## src/rtl/burst_gen_pkg.sv

```systemverilog
// Shared state encoding, default widths and sizing helper for the burst generator.
// Replaces the old udar_defs.vh include; encodings are unchanged.
package burst_gen_pkg;

    localparam int unsigned CNT_W_DEF = 8;

    typedef enum logic [1:0] {
        IDLE  = 2'd0,
        ARM   = 2'd1,
        BURST = 2'd2,
        BLANK = 2'd3
    } state_t;

    // Width for a counter holding 0..n-1, never narrower than one bit.
    function automatic int unsigned cnt_width(input int unsigned n);
        return (n <= 2) ? 1 : $clog2(n);
    endfunction

endpackage

```

## src/rtl/burst_gen_if.sv

```systemverilog
// Control/drive bundle between the burst generator and its controller.
interface burst_gen_if import burst_gen_pkg::*; #(
    parameter int unsigned CNT_W = CNT_W_DEF
);
    logic             tick_in;
    logic             start;
    logic             abort;
    logic [CNT_W-1:0] burst_len;
    logic             tx_p;
    logic             tx_n;
    logic             busy;
    logic             done;
    logic             err;

    modport master (
        output tick_in, start, abort, burst_len,
        input  tx_p, tx_n, busy, done, err
    );

    modport slave (
        input  tick_in, start, abort, burst_len,
        output tx_p, tx_n, busy, done, err
    );
endinterface

```

## src/rtl/burst_gen_tick_edge.sv

```systemverilog
// Edge detector for the same-domain divided tick; one register, sync reset.
module tick_edge (
    input  logic clk,
    input  logic rst,
    input  logic tick_in,
    output logic tick_rise,
    output logic tick_fall
);
    logic tick_q;

    always_ff @(posedge clk) begin
        if (rst) tick_q <= 1'b0;
        else     tick_q <= tick_in;
    end

    assign tick_rise = tick_in & ~tick_q;
    assign tick_fall = ~tick_in & tick_q;
endmodule

```

## src/rtl/burst_gen.sv

```systemverilog
// Ultrasonic transmit burst generator: len_q drive periods, blanking window,
// done/err reporting, with a tick-stall watchdog.
module burst_gen import burst_gen_pkg::*; #(
    parameter int unsigned CNT_W       = CNT_W_DEF,
    parameter int unsigned BLANK_TICKS = 16,
    parameter int unsigned ARM_TIMEOUT = 1024
) (
    input  logic       clk,
    input  logic       rst,
    burst_gen_if.slave bus
);
    localparam int unsigned BCNT_W = cnt_width(BLANK_TICKS);
    localparam int unsigned WD_W   = cnt_width(ARM_TIMEOUT);
    localparam logic [BCNT_W-1:0] BCNT_LAST = BCNT_W'(BLANK_TICKS - 1);
    localparam logic [WD_W-1:0]   WD_LAST   = WD_W'(ARM_TIMEOUT - 1);

    state_t           state, state_n;
    logic [CNT_W-1:0] len_q, len_n;
    logic [CNT_W-1:0] pcnt, pcnt_n;
    logic [BCNT_W-1:0] bcnt, bcnt_n;
    logic [WD_W-1:0]  wd, wd_n;
    logic             tx_p_q, tx_p_n, tx_n_q, tx_n_n;
    logic             busy_q, done_q, done_n, err_q, err_n;
    logic             tick_rise, tick_fall;

    tick_edge u_tick_edge (
        .clk       (clk),
        .rst       (rst),
        .tick_in   (bus.tick_in),
        .tick_rise (tick_rise),
        .tick_fall (tick_fall)
    );

    always_ff @(posedge clk) begin
        if (rst) begin
            state  <= IDLE;
            len_q  <= '0;
            pcnt   <= '0;
            bcnt   <= '0;
            wd     <= '0;
            tx_p_q <= 1'b0;
            tx_n_q <= 1'b0;
            busy_q <= 1'b0;
            done_q <= 1'b0;
            err_q  <= 1'b0;
        end else begin
            state  <= state_n;
            len_q  <= len_n;
            pcnt   <= pcnt_n;
            bcnt   <= bcnt_n;
            wd     <= wd_n;
            tx_p_q <= tx_p_n;
            tx_n_q <= tx_n_n;
            busy_q <= (state_n != IDLE);
            done_q <= done_n;
            err_q  <= err_n;
        end
    end

    always_comb begin
        state_n = state;
        len_n   = len_q;
        pcnt_n  = pcnt;
        bcnt_n  = bcnt;
        wd_n    = wd;
        tx_p_n  = tx_p_q;
        tx_n_n  = tx_n_q;
        done_n  = 1'b0;
        err_n   = 1'b0;

        if (bus.abort) begin
            state_n = IDLE;
            tx_p_n  = 1'b0;
            tx_n_n  = 1'b0;
        end else if (state != IDLE && wd == WD_LAST) begin
            state_n = IDLE;
            err_n   = 1'b1;
            tx_p_n  = 1'b0;
            tx_n_n  = 1'b0;
        end else begin
            // Watchdog counts every active cycle and restarts on either tick edge.
            if (state != IDLE)
                wd_n = (tick_rise | tick_fall) ? '0 : wd + 1'b1;

            unique case (state)
                IDLE: begin
                    if (bus.start) begin
                        if (bus.burst_len != '0) begin
                            state_n = ARM;
                            len_n   = bus.burst_len;
                            wd_n    = '0;
                        end else begin
                            done_n = 1'b1;
                        end
                    end
                end
                ARM: begin
                    if (tick_rise) begin
                        state_n = BURST;
                        pcnt_n  = '0;
                        tx_p_n  = 1'b1;
                        tx_n_n  = 1'b0;
                    end
                end
                BURST: begin
                    if (tick_rise) begin
                        if (pcnt == len_q - CNT_W'(1)) begin
                            state_n = BLANK;
                            bcnt_n  = '0;
                            tx_p_n  = 1'b0;
                            tx_n_n  = 1'b0;
                        end else begin
                            pcnt_n = pcnt + 1'b1;
                            tx_p_n = 1'b1;
                            tx_n_n = 1'b0;
                        end
                    end else if (tick_fall) begin
                        tx_p_n = 1'b0;
                        tx_n_n = 1'b1;
                    end
                end
                BLANK: begin
                    tx_p_n = 1'b0;
                    tx_n_n = 1'b0;
                    if (tick_rise) begin
                        if (bcnt == BCNT_LAST) begin
                            state_n = IDLE;
                            done_n  = 1'b1;
                        end else begin
                            bcnt_n = bcnt + 1'b1;
                        end
                    end
                end
                default: state_n = IDLE;
            endcase
        end
    end

    assign bus.tx_p = tx_p_q;
    assign bus.tx_n = tx_n_q;
    assign bus.busy = busy_q;
    assign bus.done = done_q;
    assign bus.err  = err_q;
endmodule

```

## src/flat_wrapper.sv

```systemverilog
// flat-port wrapper written by rule: the top's interface ports become plain ports
module burst_gen_flat import burst_gen_pkg::*;
#(
    parameter int unsigned CNT_W       = CNT_W_DEF,
    parameter int unsigned BLANK_TICKS = 16,
    parameter int unsigned ARM_TIMEOUT = 1024
)
  (clk, rst, bus_tick_in, bus_start, bus_abort, bus_burst_len, bus_tx_p, bus_tx_n, bus_busy, bus_done, bus_err);
  burst_gen_if #(.CNT_W(CNT_W)) bus_i ();
  input  logic clk;
  input  logic rst;
  input wire logic [$bits(bus_i.tick_in)-1:0] bus_tick_in;
  input wire logic [$bits(bus_i.start)-1:0] bus_start;
  input wire logic [$bits(bus_i.abort)-1:0] bus_abort;
  input wire logic [$bits(bus_i.burst_len)-1:0] bus_burst_len;
  output wire logic [$bits(bus_i.tx_p)-1:0] bus_tx_p;
  output wire logic [$bits(bus_i.tx_n)-1:0] bus_tx_n;
  output wire logic [$bits(bus_i.busy)-1:0] bus_busy;
  output wire logic [$bits(bus_i.done)-1:0] bus_done;
  output wire logic [$bits(bus_i.err)-1:0] bus_err;
  assign bus_i.tick_in = bus_tick_in;
  assign bus_i.start = bus_start;
  assign bus_i.abort = bus_abort;
  assign bus_i.burst_len = bus_burst_len;
  assign bus_tx_p = bus_i.tx_p;
  assign bus_tx_n = bus_i.tx_n;
  assign bus_busy = bus_i.busy;
  assign bus_done = bus_i.done;
  assign bus_err = bus_i.err;
  burst_gen #(.CNT_W(CNT_W), .BLANK_TICKS(BLANK_TICKS), .ARM_TIMEOUT(ARM_TIMEOUT)) u_core (.clk(clk), .rst(rst), .bus(bus_i));
endmodule
```

## config.mk

```make
export PLATFORM = sky130hd
export DESIGN_NAME = burst_gen_flat
export DESIGN_NICKNAME = d
export VERILOG_FILES = /design/src/rtl/burst_gen_pkg.sv /design/src/rtl/burst_gen_if.sv /design/src/rtl/burst_gen_tick_edge.sv /design/src/rtl/burst_gen.sv /design/src/flat_wrapper.sv
export SDC_FILE = /design/constraint.sdc
export NUM_CORES = 1
export LEC_CHECK = 0
export ABC_AREA = 1
export CORE_ASPECT_RATIO = 2
export CORE_UTILIZATION = 30
export DETAILED_ROUTE_END_ITERATION = 16
export GPL_TIMING_DRIVEN = 1
export PLACE_DENSITY = 0.56
export RECOVER_POWER = 50
export SKIP_CTS_REPAIR_TIMING = 1
export SYNTH_ARGS = -nofsm -noshare
export SYNTH_HDL_FRONTEND = slang
export SYNTH_SLANG_ARGS = --single-unit
```

## constraint.sdc

```tcl
create_clock -name clk -period 2.1 [get_ports clk]
set_input_delay 0.21 -clock clk [delete_from_list [all_inputs] [get_ports clk]]
set_output_delay 0.21 -clock clk [all_outputs]
set_load 0.02 [all_outputs]
```

; After elaboration in Yosys (flattened, before gate mapping)
; Cells that the tools add are included.
[word_totals]
register_bits = 38
[op_classes]
addsub = 4
eq_ne = 13
muxes = 39
bitwise_logic = 7
n_reduce_logical = 15
[op_table]
columns = operator, n
row1 = 10-bit two-way mux, 5
row2 = 8-bit two-way mux, 3
row3 = 2-bit two-way mux, 9
row4 = 4-bit two-way mux, 4
row5 = 8-bit case mux with 2 select lines, 1
row6 = 1-bit two-way mux, 12
row7 = "10-bit by 1-bit adder with 10-bit output, second input constant", 1
row8 = "10-bit equality test, second input constant", 1
row9 = "8-bit by 1-bit adder with 8-bit output, second input constant", 1
row10 = 8-bit equality test, 1
row11 = "2-bit by 1-bit != test with 1-bit output, second input constant", 4
row12 = 2-bit case mux with 4 select lines, 1
row13 = 4-bit case mux with 2 select lines, 1
row14 = 2-bit nonzero test, 4
row15 = 8-bit nonzero test, 1
row16 = "8-bit by 1-bit subtractor with 8-bit output, second input constant", 1
row17 = 7-bit AND reduction, 1
row18 = 1-bit case mux with 3 select lines, 2
row19 = 6-bit AND reduction, 1
row20 = 5-bit AND reduction, 1
row21 = "4-bit by 1-bit adder with 4-bit output, second input constant", 1
row22 = "2-bit equality test, second input constant", 2
row23 = "4-bit equality test, second input constant", 1
row24 = "2-bit != test, second input constant", 2
row25 = 13 further kinds, 17

; Depth between registers and ports, before layout
[logic_depth]
ltp_word = 8
mapped_depth = 15

; By module
; From an unflattened synthesis, not the netlist that was laid out.
[unflattened]
hier_cells = 350
area_unflattened_um2 = 2372.3
[modules_own_cells]
columns = mod, instances, cells_per_inst, area_per_inst_um2, seq_area_each_um2
row1 = burst_gen, 1, 344, 2333.5, 740.7
row2 = tick_edge, 1, 6, 38.8, 20.0

; Worst setup path after synthesis
; No wires, ideal clock.
[synth_path]
path_type = register to register
startpoint = register u_core.state[0]
endpoint = register u_core.pcnt[1]
setup_ns = 0.113
arrival_ns = 1.611
slack_ns = 0.376
stages_incl_launch_ff = 9
path_buffers = 1
synth_period_minus_slack_ns = 1.724
path_cell_list = dfxtp_1 inv_1 ha_1 or2_1 buf_4 a21oi_4 nand3_4 nor2_1 nor2_1
[synth_via]
elab_chain_len = 4
word_cells_on_any_way = 11
[synth_rtl]
columns = element, line
row1 = from (decl), burst_gen.sv:17  ; state_t state, state_n;
row2 = from (signal assigned), burst_gen.sv:47  ; state <= state_n;
row3 = "parallel branches: the longest is 4 deep, another holds 6-bit AND reduction", --
row4 = to (signal assigned), burst_gen.sv:49  ; pcnt <= pcnt_n;
row5 = to (decl), burst_gen.sv:19  ; logic [CNT_W-1:0] pcnt, pcnt_n;
; Parallel ways; which one is timed is not known.
; A chain may end at the register's enable or synchronous reset.

; Worst setup path in the final report
[layout_path]
startpoint = register u_core.wd[1]
endpoint = register u_core.busy_q, in the netlist u_core.bus.busy
[layout_via]
elab_chain_len = 5
[layout_rtl]
columns = element, line
row1 = from (decl), burst_gen.sv:21  ; logic [WD_W-1:0] wd, wd_n;
row2 = from (signal assigned), burst_gen.sv:51  ; wd <= wd_n;
row3 = 10-bit equality test, burst_gen.sv:75  ; end else if (state != IDLE && wd == WD_LAST) begin
row4 = 1-bit logical AND, burst_gen.sv:75
row5 = 2-bit two-way mux, burst_gen.sv:75
row6 = 2-bit two-way mux, burst_gen.sv:71  ; if (bus.abort) begin
row7 = 2-bit nonzero test, burst_gen.sv:54  ; busy_q <= (state_n != IDLE);
row8 = to (signal assigned), burst_gen.sv:54
row9 = to (decl), burst_gen.sv:23  ; logic busy_q, done_q, done_n, err_q, err_n;
; No other way between the ends.

==> qor.yml <==
outcome:
  status: "complete, no violations"
floorplanning:
  core_um2: 7601
  die_width_um: 64.88
  num_rows: 45
  chipHeight_um: 127.8
  start_util_pct: 31.21
  die_area_um2: 8289
  io-pin-count: 18
sta:
  fin_tns_setup_ns: 0
  setup_viol: 0
  worst_slew_pin_slew_ns: 0.5166
  finalCritPeriodShare_pct: 91.84
  rsz0062_at_grt: "no"
  min_period_ns: 1.929
  relSlewSlack_pct: 65.52
  fin_skew_ns: 0.003875
  fmax_ghz: 0.5185
  maxSlewViolCount: 0
  layout_setup_ws_ns: 0.1714
  hold_viol_final: 0
global_route:
  grt_antenna_before_repair: 0
  grt_pass1_vias: 2330
  met1_usage_pct: 14.22
  grt_busiest_layer: "met2"
  grt_first_pass_wirelength_um: 10530
  met3_usage_pct: 2.936
  overflow: 0
  grt_use_total_pct: 17.14
  gr-usage-met2_pct: 34.07
  grt_max_degree: 17
placed_design:
  port_buffers: 17
  dp_slack_ns: 0.1063
  dp_hpwl_um: 5180
  place.gp.congestion: 0.8342
synth:
  syn_area_per_cell_um2: 6.701
  syn_nets: 377
  yosysSeqAreaShare_pct: 32.07
  synthSimpleGateAreaFrac_pct: 35.92
  synth_compound_area_share_pct: 13.24
  ys_warn_count: 0
  synth_top_family_by_area: "simple AND/OR/NAND/NOR gates"
  synth_xor_area_share_pct: 4.430
  synth_area_um2: 2372
  syn_inst: 354
  synth_seq_cells: 38
  synth.distinct_cells: 37
  synthMuxAreaShare_pct: 0
  synth_fa_ha_area_share_pct: 5.274
power_and_ir_drop:
  p_seq_share_pct: 44.2
  pwr-share-clk_pct: 41.6
  p_leak_nw: 1.178
  power_density_nw_per_um2: 608.0
  swShare_pct: 26.14
  power.switching_mw: 0.4503
  ir_worst_vdd_mv: 0.3833
  total_power_mw: 1.723
  comb_power_share_pct: 14.1
  power.internal_mw: 1.273
setup_path:
  critPathTopFamily: "simple AND/OR/NAND/NOR gates"
  critPathKind: "reg -> reg"
  cp.arrival_ns: 2.08
  cp-end-kind: "flip-flop"
  path_max_fanout: 7
  cp.required_ns: 2.25
  critPathLaunchType: "flip-flop"
  slowest_delay_ns: 0.38
  r2r_slack_ns: 0.17
  r2r.worst_path.cells: 9
  crit_buf_inv: 1
  path_cells: "ha_1, nand3_1, nor2_1, nand4_2, nand2_2, nor2_1, clkbuf_1, nand3_1, o21ai_0"
  reg2reg_from: "u_core.wd[1]"
  cp_slowest_cell: "dfxtp_1"
  timing.rr.end: "u_core.bus.busy"
cts:
  clockRootBuffer: "clkbuf_16"
  cts_tree: "done"
  numClockSinks: 38
  cts_max_path_buffers: 2
  cts_made_buffers: 5
  htree_levels: 2
  insertion_delay_ns: 0.28
  clk_pin_slew_ns: 0.06
route:
  vias: 2294
  drtIter0Drc: 132
  wirelength_um: 6445
  drt_first_pass_iters: 4
  ant_nets: 0
  drc: 0
  wl_per_cell_um: 13.51
  avgViaCountPerCell: 4.809
final_layout:
  num_antenna_cells: 0
  postLayoutCoreUtil_pct: 37.28
  regArea_um2: 760.7
  fillers: 859
  nets: 406
  multi_input_area_um2: 1394
  area_growth_pct: 19.46
  drive_gt1_share_pct: 8.877
hold_path:
  worstHoldPathCells: 2
  min_to: "u_core.bus.tx_n"
  hp-class: "reg -> reg"
  worstHoldStart: "u_core.bus.tx_n"
run:
  drv_cap: 0
logic make-up (layout without fill, tap and decap cells):
family | after synthesis | in the layout
simple gates | 189 | 189
buf+inv | 53 | 82
compound gates | 52 | 52
flops | 38 | 38
xor+xnor | 12 | 12
fa+ha+maj | 10 | 10
state kept, by name, indices dropped and copies added, names as in the netlist:
name and count:
u_core.bcnt 4, u_core.bus.busy 1, u_core.wd 10, u_core.bus.err 1
u_core.len_q 8, u_core.bus.tx_n 1, u_core.u_tick_edge.tick_q 1, u_core.bus.tx_p 1
u_core.state 2, u_core.bus.done 1, u_core.pcnt 8
stage by stage:
stage	hold WS, ns	cell area (um2)	cells
floorplan	0.2883	2372	354
global placement	0.4654	2708	470
detailed placement	0.4555	2708	470
CTS	0.4721	2840	477
global route	0.5001	2834	477
finish	0.4716	2834	477
worst max path at each step:
stage                           startpoint         endpoint  cells after the start
final                         u_core.wd[1]  u_core.bus.busy                      9
after global routing          u_core.wd[1]     u_core.wd[5]                      8
after CTS                  u_core.state[0]   u_core.pcnt[1]                      8
after detailed placement  bus_burst_len[3]  u_core.len_q[0]                      7
after global placement    bus_burst_len[3]  u_core.len_q[0]                      7
after floorplan            u_core.state[0]   u_core.pcnt[1]                      8
placed cells by master, fill, tap and decap left out, types with 4 or more instances in the layout:
cell / count
nand2_1: 86
inv_1: 42
nor2_1: 39
dfxtp_1: 38
nand3_1: 33
a21oi_1: 24
o21ai_0: 13
buf_4: 11
ha_1: 10
clkdlybuf4s50_1: 10
xor2_1: 9
nand4_1: 9
dlygate4sd3_1: 7
clkbuf_16: 5
inv_2: 4
nor3_1: 4
nor3b_1: 4
synthesized netlist by cell type:
master	n	area, um2
a211oi_1	1	7.510
a211oi_2	1	12.51
a21boi_0	1	7.510
a21oi_1	24	120.1
a21oi_4	2	32.53
a22oi_1	1	7.510
a31o_2	1	8.760
a31oi_1	1	6.260
buf_4	2	15.01
buf_6	1	11.26
clkbuf_1	3	11.26
clkbuf_2	1	5.000
dfxtp_1	38	760.7
ha_1	10	125.1
inv_1	42	157.7
inv_2	4	15.01
nand2_1	86	322.8
nand2_2	3	18.77
nand3_1	33	165.2
nand3_2	1	10.01
nand3_4	1	17.52
nand4_1	9	56.30
nand4_2	1	12.51
nor2_1	38	142.6
nor2_2	4	25.02
nor3_1	4	20.02
nor3b_1	4	30.03
nor4_1	1	6.260
o211ai_1	3	22.52
o21ai_0	13	65.06
o21ai_1	2	10.01
o22ai_1	1	6.260
o31ai_1	1	7.510
or2_1	3	18.77
or2_2	1	6.260
xnor2_1	3	26.28
xor2_1	9	78.83
worst reg2reg max path, stage by stage, from the launching register on:
cell	delay, ns
dfxtp_1	0.38
ha_1	0.22
nand3_1	0.12
nor2_1	0.23
nand4_2	0.15
nand2_2	0.22
nor2_1	0.09
clkbuf_1	0.16
nand3_1	0.12
o21ai_0	0.11
power by group through the flow:
| stage | registers, mW | logic [mW] | clock network (mW) |
|---|---|---|---|
| CTS | 0.762 | 0.249 | 0.745 |
| detailed placement | 0.778 | 0.248 | 0 |
| global route | 0.764 | 0.277 | 0.773 |
| global placement | 0.777 | 0.247 | 0 |
| finish | 0.762 | 0.244 | 0.717 |
| floorplan | 0.775 | 0.165 | 0 |
final cells by class:
cell class | instances | area share, %
inverters | 46 | 6.093
multi-input cells | 263 | 49.18
repair buffers | 29 | 9.051
flip-flops and latches | 38 | 26.84
well taps | 94 | 4.150
clock buffers | 7 | 4.680
per-layer routing:
| layer | part of all wire (%) | wire, um |
|---|---|---|
| met1 | 35 | 2279 |
| met2 | 58 | 3763 |
| met3 | 1.8 | 113 |
| met4 | 4.5 | 289 |
| met5 | 0 | 0 |
Power figures use the tool's default switching activity.
